==> config.mk <==
export PLATFORM = sky130hd
export DESIGN_NAME = data_mem_interface
export DESIGN_NICKNAME = d
export VERILOG_FILES = /design/src/rtl/mem_if_pkg.sv /design/src/rtl/byte_lane_encoder.sv /design/src/rtl/data_mem_interface.sv
export SDC_FILE = /design/constraint.sdc
export NUM_CORES = 1
export LEC_CHECK = 0
export ABC_AREA = 1
export CORE_MARGIN = 3
export CORE_UTILIZATION = 39
export CTS_CLUSTER_SIZE = 16
export DETAILED_ROUTE_END_ITERATION = 10
export GPL_TIMING_DRIVEN = 1
export HOLD_SLACK_MARGIN = 0.05
export MAX_ROUTING_LAYER = met4
export PLACE_DENSITY = 0.82
export SLEW_MARGIN = 20
export SYNTH_ARGS = -nofsm -noshare
export SYNTH_HDL_FRONTEND = slang
export SYNTH_SLANG_ARGS = --single-unit
==> constraint.sdc <==
create_clock -name clk -period 1.4 [get_ports clk]
set_clock_uncertainty 0.1 [all_clocks]
set_input_delay 0.28 -clock clk [delete_from_list [all_inputs] [get_ports clk]]
set_output_delay 0.28 -clock clk [all_outputs]
set_load 0.005 [all_outputs]
==> src/rtl/mem_if_pkg.sv <==
// Shared types and constants for the data memory interface.
// Contents:
//   size_e   - access size encoding as presented on req_size
//   state_e  - bus master FSM states
//   BE_*     - Avalon byteenable lane patterns
package mem_if_pkg;

  typedef enum logic [1:0] {
    SZ_BYTE = 2'd0,
    SZ_HALF = 2'd1,
    SZ_WORD = 2'd2,
    SZ_ILL  = 2'd3
  } size_e;

  typedef enum logic [1:0] {
    ST_IDLE = 2'd0,
    ST_REQ  = 2'd1,
    ST_RESP = 2'd2,
    ST_DONE = 2'd3
  } state_e;

  localparam logic [3:0] BE_NONE    = 4'b0000;
  localparam logic [3:0] BE_BYTE0   = 4'b0001;
  localparam logic [3:0] BE_HALF_LO = 4'b0011;
  localparam logic [3:0] BE_HALF_HI = 4'b1100;
  localparam logic [3:0] BE_WORD    = 4'b1111;

endpackage

==> src/rtl/byte_lane_encoder.sv <==
// Combinational lane encoder for stores and alignment checking.
// Ports:
//   size       in  access size
//   addr_lo    in  byte address bits [1:0]
//   wdata      in  store data (low byte/half used for byte/half)
//   byteenable out Avalon byteenable for the addressed lanes
//   writedata  out store data replicated across all lanes
//   misalign   out half on odd address, word not word aligned, or illegal size
module byte_lane_encoder
  import mem_if_pkg::*;
(
  input  size_e       size,
  input  logic [1:0]  addr_lo,
  input  logic [31:0] wdata,
  output logic [3:0]  byteenable,
  output logic [31:0] writedata,
  output logic        misalign
);

  // Lane select, data replication and alignment check per access size.
  always_comb begin
    byteenable = BE_NONE;
    writedata  = wdata;
    misalign   = 1'b0;
    case (size)
      SZ_BYTE: begin
        byteenable = BE_BYTE0 << addr_lo;
        writedata  = {4{wdata[7:0]}};
      end
      SZ_HALF: begin
        byteenable = addr_lo[1] ? BE_HALF_HI : BE_HALF_LO;
        writedata  = {2{wdata[15:0]}};
        misalign   = addr_lo[0];
      end
      SZ_WORD: begin
        byteenable = BE_WORD;
        writedata  = wdata;
        misalign   = (addr_lo != 2'b00);
      end
      default: begin
        byteenable = BE_NONE;
        writedata  = wdata;
        misalign   = 1'b1;
      end
    endcase
  end

endmodule

==> src/rtl/data_mem_interface.sv <==
// Load/store bus master between the execute stage and an Avalon-style data memory.
// Ports:
//   clk, reset_n            clock, async active-low reset
//   req_read/req_write      load/store request, held until done
//   req_size/addr/wdata     access size, byte address, store data
//   stall                   high while an accepted access is incomplete
//   done                    one-cycle completion pulse; fault flags valid with it
//   data_readdata           last loaded full word
//   byte_addressing         addr[1:0] of the last completed load
//   misalign_fault          alignment/illegal-request fault (with done)
//   bus_error               waitrequest timeout (with done)
//   avm_*                   Avalon-MM master port
module data_mem_interface
  import mem_if_pkg::*;
#(
  parameter int MAX_WAIT = 16
) (
  input  logic        clk,
  input  logic        reset_n,
  input  logic        req_read,
  input  logic        req_write,
  input  logic [1:0]  req_size,
  input  logic [31:0] req_addr,
  input  logic [31:0] req_wdata,
  output logic        stall,
  output logic        done,
  output logic [31:0] data_readdata,
  output logic [1:0]  byte_addressing,
  output logic        misalign_fault,
  output logic        bus_error,
  output logic [31:0] avm_address,
  output logic        avm_read,
  output logic        avm_write,
  output logic [31:0] avm_writedata,
  output logic [3:0]  avm_byteenable,
  input  logic        avm_waitrequest,
  input  logic [31:0] avm_readdata
);

  localparam int CW = (MAX_WAIT > 1) ? $clog2(MAX_WAIT + 1) : 1;
  // Abort happens on the MAX_WAIT-th consecutive waitrequest cycle.
  localparam logic [CW-1:0] LAST_CNT = CW'(MAX_WAIT - 1);

  state_e        state_r, state_nxt_s;
  logic [31:0]   addr_r, wdata_r, rdata_r;
  logic [3:0]    be_r;
  logic [1:0]    byte_addr_r;
  logic          is_read_r, misalign_r, bus_err_r;
  logic [CW-1:0] wait_cnt_r;

  logic [3:0]    enc_be_s;
  logic [31:0]   enc_wdata_s;
  logic          enc_misalign_s;
  logic          req_any_s, fault_s;
  logic          stall_s, strobe_s, capture_s, cnt_inc_s, cnt_clr_s, abort_s, load_data_s;

  // Encoding is done on the live request so the lane pattern is captured once at accept.
  byte_lane_encoder u_enc (
    .size       (size_e'(req_size)),
    .addr_lo    (req_addr[1:0]),
    .wdata      (req_wdata),
    .byteenable (enc_be_s),
    .writedata  (enc_wdata_s),
    .misalign   (enc_misalign_s)
  );

  assign req_any_s = req_read | req_write;
  assign fault_s   = enc_misalign_s | (req_read & req_write);

  // FSM state register.
  always_ff @(posedge clk or negedge reset_n) begin
    if (!reset_n) begin
      state_r <= ST_IDLE;
    end else begin
      state_r <= state_nxt_s;
    end
  end

  // Next-state and control decode.
  always_comb begin
    state_nxt_s = state_r;
    stall_s     = 1'b0;
    strobe_s    = 1'b0;
    capture_s   = 1'b0;
    cnt_inc_s   = 1'b0;
    cnt_clr_s   = 1'b0;
    abort_s     = 1'b0;
    load_data_s = 1'b0;
    case (state_r)
      ST_IDLE: begin
        // Stall is raised in the request cycle itself; reset_n gating keeps it
        // low while reset is asserted even if the CPU still holds a request.
        stall_s = req_any_s & reset_n;
        if (req_any_s) begin
          capture_s   = 1'b1;
          state_nxt_s = fault_s ? ST_DONE : ST_REQ;
        end else begin
          state_nxt_s = ST_IDLE;
        end
      end
      ST_REQ: begin
        stall_s  = 1'b1;
        strobe_s = 1'b1;
        if (!avm_waitrequest) begin
          cnt_clr_s   = 1'b1;
          state_nxt_s = is_read_r ? ST_RESP : ST_DONE;
        end else if ((MAX_WAIT != 0) && (wait_cnt_r == LAST_CNT)) begin
          abort_s     = 1'b1;
          cnt_clr_s   = 1'b1;
          state_nxt_s = ST_DONE;
        end else begin
          cnt_inc_s = 1'b1;
        end
      end
      ST_RESP: begin
        stall_s     = 1'b1;
        load_data_s = 1'b1;
        state_nxt_s = ST_DONE;
      end
      ST_DONE: begin
        state_nxt_s = ST_IDLE;
      end
      default: begin
        state_nxt_s = ST_IDLE;
      end
    endcase
  end

  // Captured request, fault flags, read data and wait counter.
  always_ff @(posedge clk or negedge reset_n) begin
    if (!reset_n) begin
      addr_r      <= 32'h0000_0000;
      wdata_r     <= 32'h0000_0000;
      be_r        <= 4'b0000;
      is_read_r   <= 1'b0;
      misalign_r  <= 1'b0;
      bus_err_r   <= 1'b0;
      rdata_r     <= 32'h0000_0000;
      byte_addr_r <= 2'b00;
      wait_cnt_r  <= '0;
    end else begin
      if (capture_s) begin
        addr_r     <= req_addr;
        wdata_r    <= enc_wdata_s;
        be_r       <= enc_be_s;
        is_read_r  <= req_read;
        misalign_r <= fault_s;
        bus_err_r  <= 1'b0;
      end
      if (abort_s) begin
        bus_err_r <= 1'b1;
      end
      // Only a successful load updates the read word and its byte offset.
      if (load_data_s) begin
        rdata_r     <= avm_readdata;
        byte_addr_r <= addr_r[1:0];
      end
      if (cnt_clr_s) begin
        wait_cnt_r <= '0;
      end else if (cnt_inc_s) begin
        wait_cnt_r <= wait_cnt_r + CW'(1);
      end
    end
  end

  assign stall           = stall_s;
  assign done            = (state_r == ST_DONE);
  assign misalign_fault  = done & misalign_r;
  assign bus_error       = done & bus_err_r;
  assign data_readdata   = rdata_r;
  assign byte_addressing = byte_addr_r;
  assign avm_address     = {addr_r[31:2], 2'b00};
  assign avm_read        = strobe_s & is_read_r;
  assign avm_write       = strobe_s & ~is_read_r;
  assign avm_writedata   = wdata_r;
  assign avm_byteenable  = be_r;

endmodule
==> results.toml, run 1 <==
[power]
leakage_nw = 4.255
power_density_nw_per_um2 = 2107
max-vdd-ir-drop_v = 0.0009842

[sta]
final_max_slew_viol_count = 0
fmax_mhz = 553.1
holdWs_ns = 0.04317
rsz0062_at_grt = "true"
min_period_ns = 1.808
finalHoldViolCount = 0
worst_slack_ns = -0.4079
tightest_slew_ns = 0.8214
finalSetupViolations = 99
min_period_over_period_pct = 129.1
relSlewSlack_pct = 45.24

[critical_path]
crit_path_max_incr_delay_ns = 0.39
end_kind = "output port"
path_common_cell = "inv_2"
arrival_ns = 1.43
r2r_start = "state_r[1]"
crit_family = "flip-flops"
reg2reg_slack_ns = -0.41
critPathLaunchType = "flip-flop"
rr_worst_depth = 11
crit_chain = "inv_2 > buf_6 > ha_4 > inv_2 > nor2_4 > nand2_2 > a21oi_2 > buf_2"
required_ns = 1.02
critPathSlowestCell = "dfrtp_1"
worstSetupPathType = "reg2out"
cp_max_fo = 2
reg2reg_to = "avm_writedata[16]"
cp.depth = 8
crit_buf_inv = 4

[synth]
netlist_instances = 588
ys.flop_type = "dfrtp_1"
synthArstFlopShare_pct = 100.0
synth_cell_types = 28
syn_area_per_cell_um2 = 8.558
synth_edf_count = 0
yosysTopAreaCell = "dfrtp_1"
synthTopCellsByArea = "dfrtp_1, nand2_1, buf_4"
synth.ff_latch_count = 112
yosys_warnings = 0
syn_area_um2 = 5032
ys_seq_area_share_pct = 55.69
synth_top_area_share_pct = 55.69

[layout]
syn2layout_area_growth_pct = 70.39
multi_input_area_um2 = 1899
final_common_cell = "nand2_1"
drive_gt1_share_pct = 20.98
fillerInstances = 936
antenna_cells = 0
fin_nets = 964
register_area_um2 = 2803
layout_common_cells = "nand2_1, dfrtp_1, clkdlybuf4s50_1, clkdlybuf4s15_1, buf_4"

[die]
dieArea_um2 = 14300
die_y_um = 119.6
start_util_pct = 40.87
row_count = 40
ios = 211
core_area_um2 = 12310
die_width_um = 119.6

[clock_network]
clk-insertion-delay-late_ns = 0.35
cts_buffer_depth = 2
root_buffer = "clkbuf_16"
clkSinkCount = 112
cts_tree = "done"
cts_buffers = 9
htree_levels = 3
cts.clk_slew.worst_paths_ns = 0.06

[hold_path]
hp-class = "in2async"

[global_routing]
first_global_vias = 4797
grt_usage_pct = 22.56
overflow = 0
antenna_found_initial = 0
grt_pass1_wl_um = 24520
grt_max_degree = 64

[route]
viasPerCell = 4.741
ant_nets = 0
vias = 4864
finalWirelength_um = 16320
first_iter_violations = 335
wire_per_inst_um = 15.90
dr.pass1.iters = 4
drc = 0

[placed_design]
globalplace.congestion = 0.7494
portBuffers = 208
place_ws_ns = -0.6363
dp_hpwl_um = 9971

[job]
cap_violations = 0

[status]
violations = "setup timing"
status = "finished, violations left"
==> area by class of cell <==
cell class	count	share of cell area, %
multi-input cells	388	22.15
clock inverters	3	0.2189
flip-flops and latches	112	32.69
clock buffers	12	2.875
repair buffers	311	37.94
well taps	168	2.451
inverters	32	1.678
==> what timing repair did <==
action,4_1_cts,5_1_grt
pin swaps,10,9
hold buffers,0,0
gates cloned,10,4
setup endpoints to repair,218,179
resized for setup,206,92
setup buffers,30,22
==> worst max-delay path by stage <==
stage | start | end | slack, ns
2_1_floorplan | state_r[1] | stall | -0.07
3_3_place_gp | req_write | stall | -0.63
3_5_place_dp | req_write | stall | -0.64
4_1_cts | state_r[1] | stall | -0.42
5_1_grt | state_r[1] | avm_writedata[16] | -0.49
6_report | state_r[1] | stall | -0.41
==> power by group <==
group | internal [mW] | total, mW | switching, mW
sequential | 4.81 | 5.67 | 0.857
clock | 1.25 | 2.39 | 1.14
combinational | 5.73 | 10.0 | 4.28
==> sequential cells by signal, indices dropped and copies added, names as in the netlist <==
signal,count
bus_err_r,1
data_readdata,32
wait_cnt_r,5
addr_r,32
misalign_r,1
avm_byteenable,4
avm_writedata,32
is_read_r,1
state_r,2
byte_addressing,2
==> cells in the mapped netlist, drive strengths merged (3+ instances only) <==
cell    instances
inv            31
dfrtp         112
o22a           16
nor2           27
buf            52
clkbuf          5
nand3           6
nand2         293
ha              7
a31oi           9
o21ai          17
nor3            3
a21oi           4
==> tightest hold or removal path: stages <==
cell	delay [ns]
buf_4	0.09
buf_4	0.10
buf_4	0.49
==> per-stage QoR <==
| step | power, mW | std cells | utilization (%) | instance area (µm²) | setup TNS [ns] |
|---|---|---|---|---|---|
| finish | 18.06 | 1026 | 69.64 | 8574 | -27.60 |
| detailed placement | 13.35 | 946 | 59.21 | 7289 | -33.09 |
| floorplan | 9.350 | 589 | - | 5079 | -0.1133 |
| global placement | 13.13 | 946 | 59.21 | 7289 | -29.75 |
| CTS | 16.94 | 1001 | 66.31 | 8164 | -25.79 |
| global route | 19.26 | 1026 | 69.64 | 8574 | -34.68 |
==> layer usage <==
layer,share of wire (%),GRT usage [%]
met3,9.3,6.880
met5,0,-
met2,49,37.25
met4,1.5,6.943
met1,40,26.67
==> logic make-up after synthesis <==
| logic type | after synthesis | share of synthesized area [%] |
|---|---|---|
| other cells | 1 | 0.07452 |
| simple gates | 330 | 25.58 |
| flops | 112 | 55.69 |
| fa+ha+maj | 7 | 1.740 |
| compound gates | 49 | 6.489 |
| buf+inv | 89 | 10.42 |
Power figures use the tool's default switching activity.
==> inputs of run 2 (changes only) <==
--- a/config.mk
+++ b/config.mk
@@ -11,7 +11,6 @@
 export CTS_CLUSTER_SIZE = 16
 export DETAILED_ROUTE_END_ITERATION = 10
 export GPL_TIMING_DRIVEN = 1
-export HOLD_SLACK_MARGIN = 0.05
 export MAX_ROUTING_LAYER = met4
 export PLACE_DENSITY = 0.82
 export SLEW_MARGIN = 20
==> results of run 2 <==
No change in the layout: final DEF, timing and power equal those of run 1.
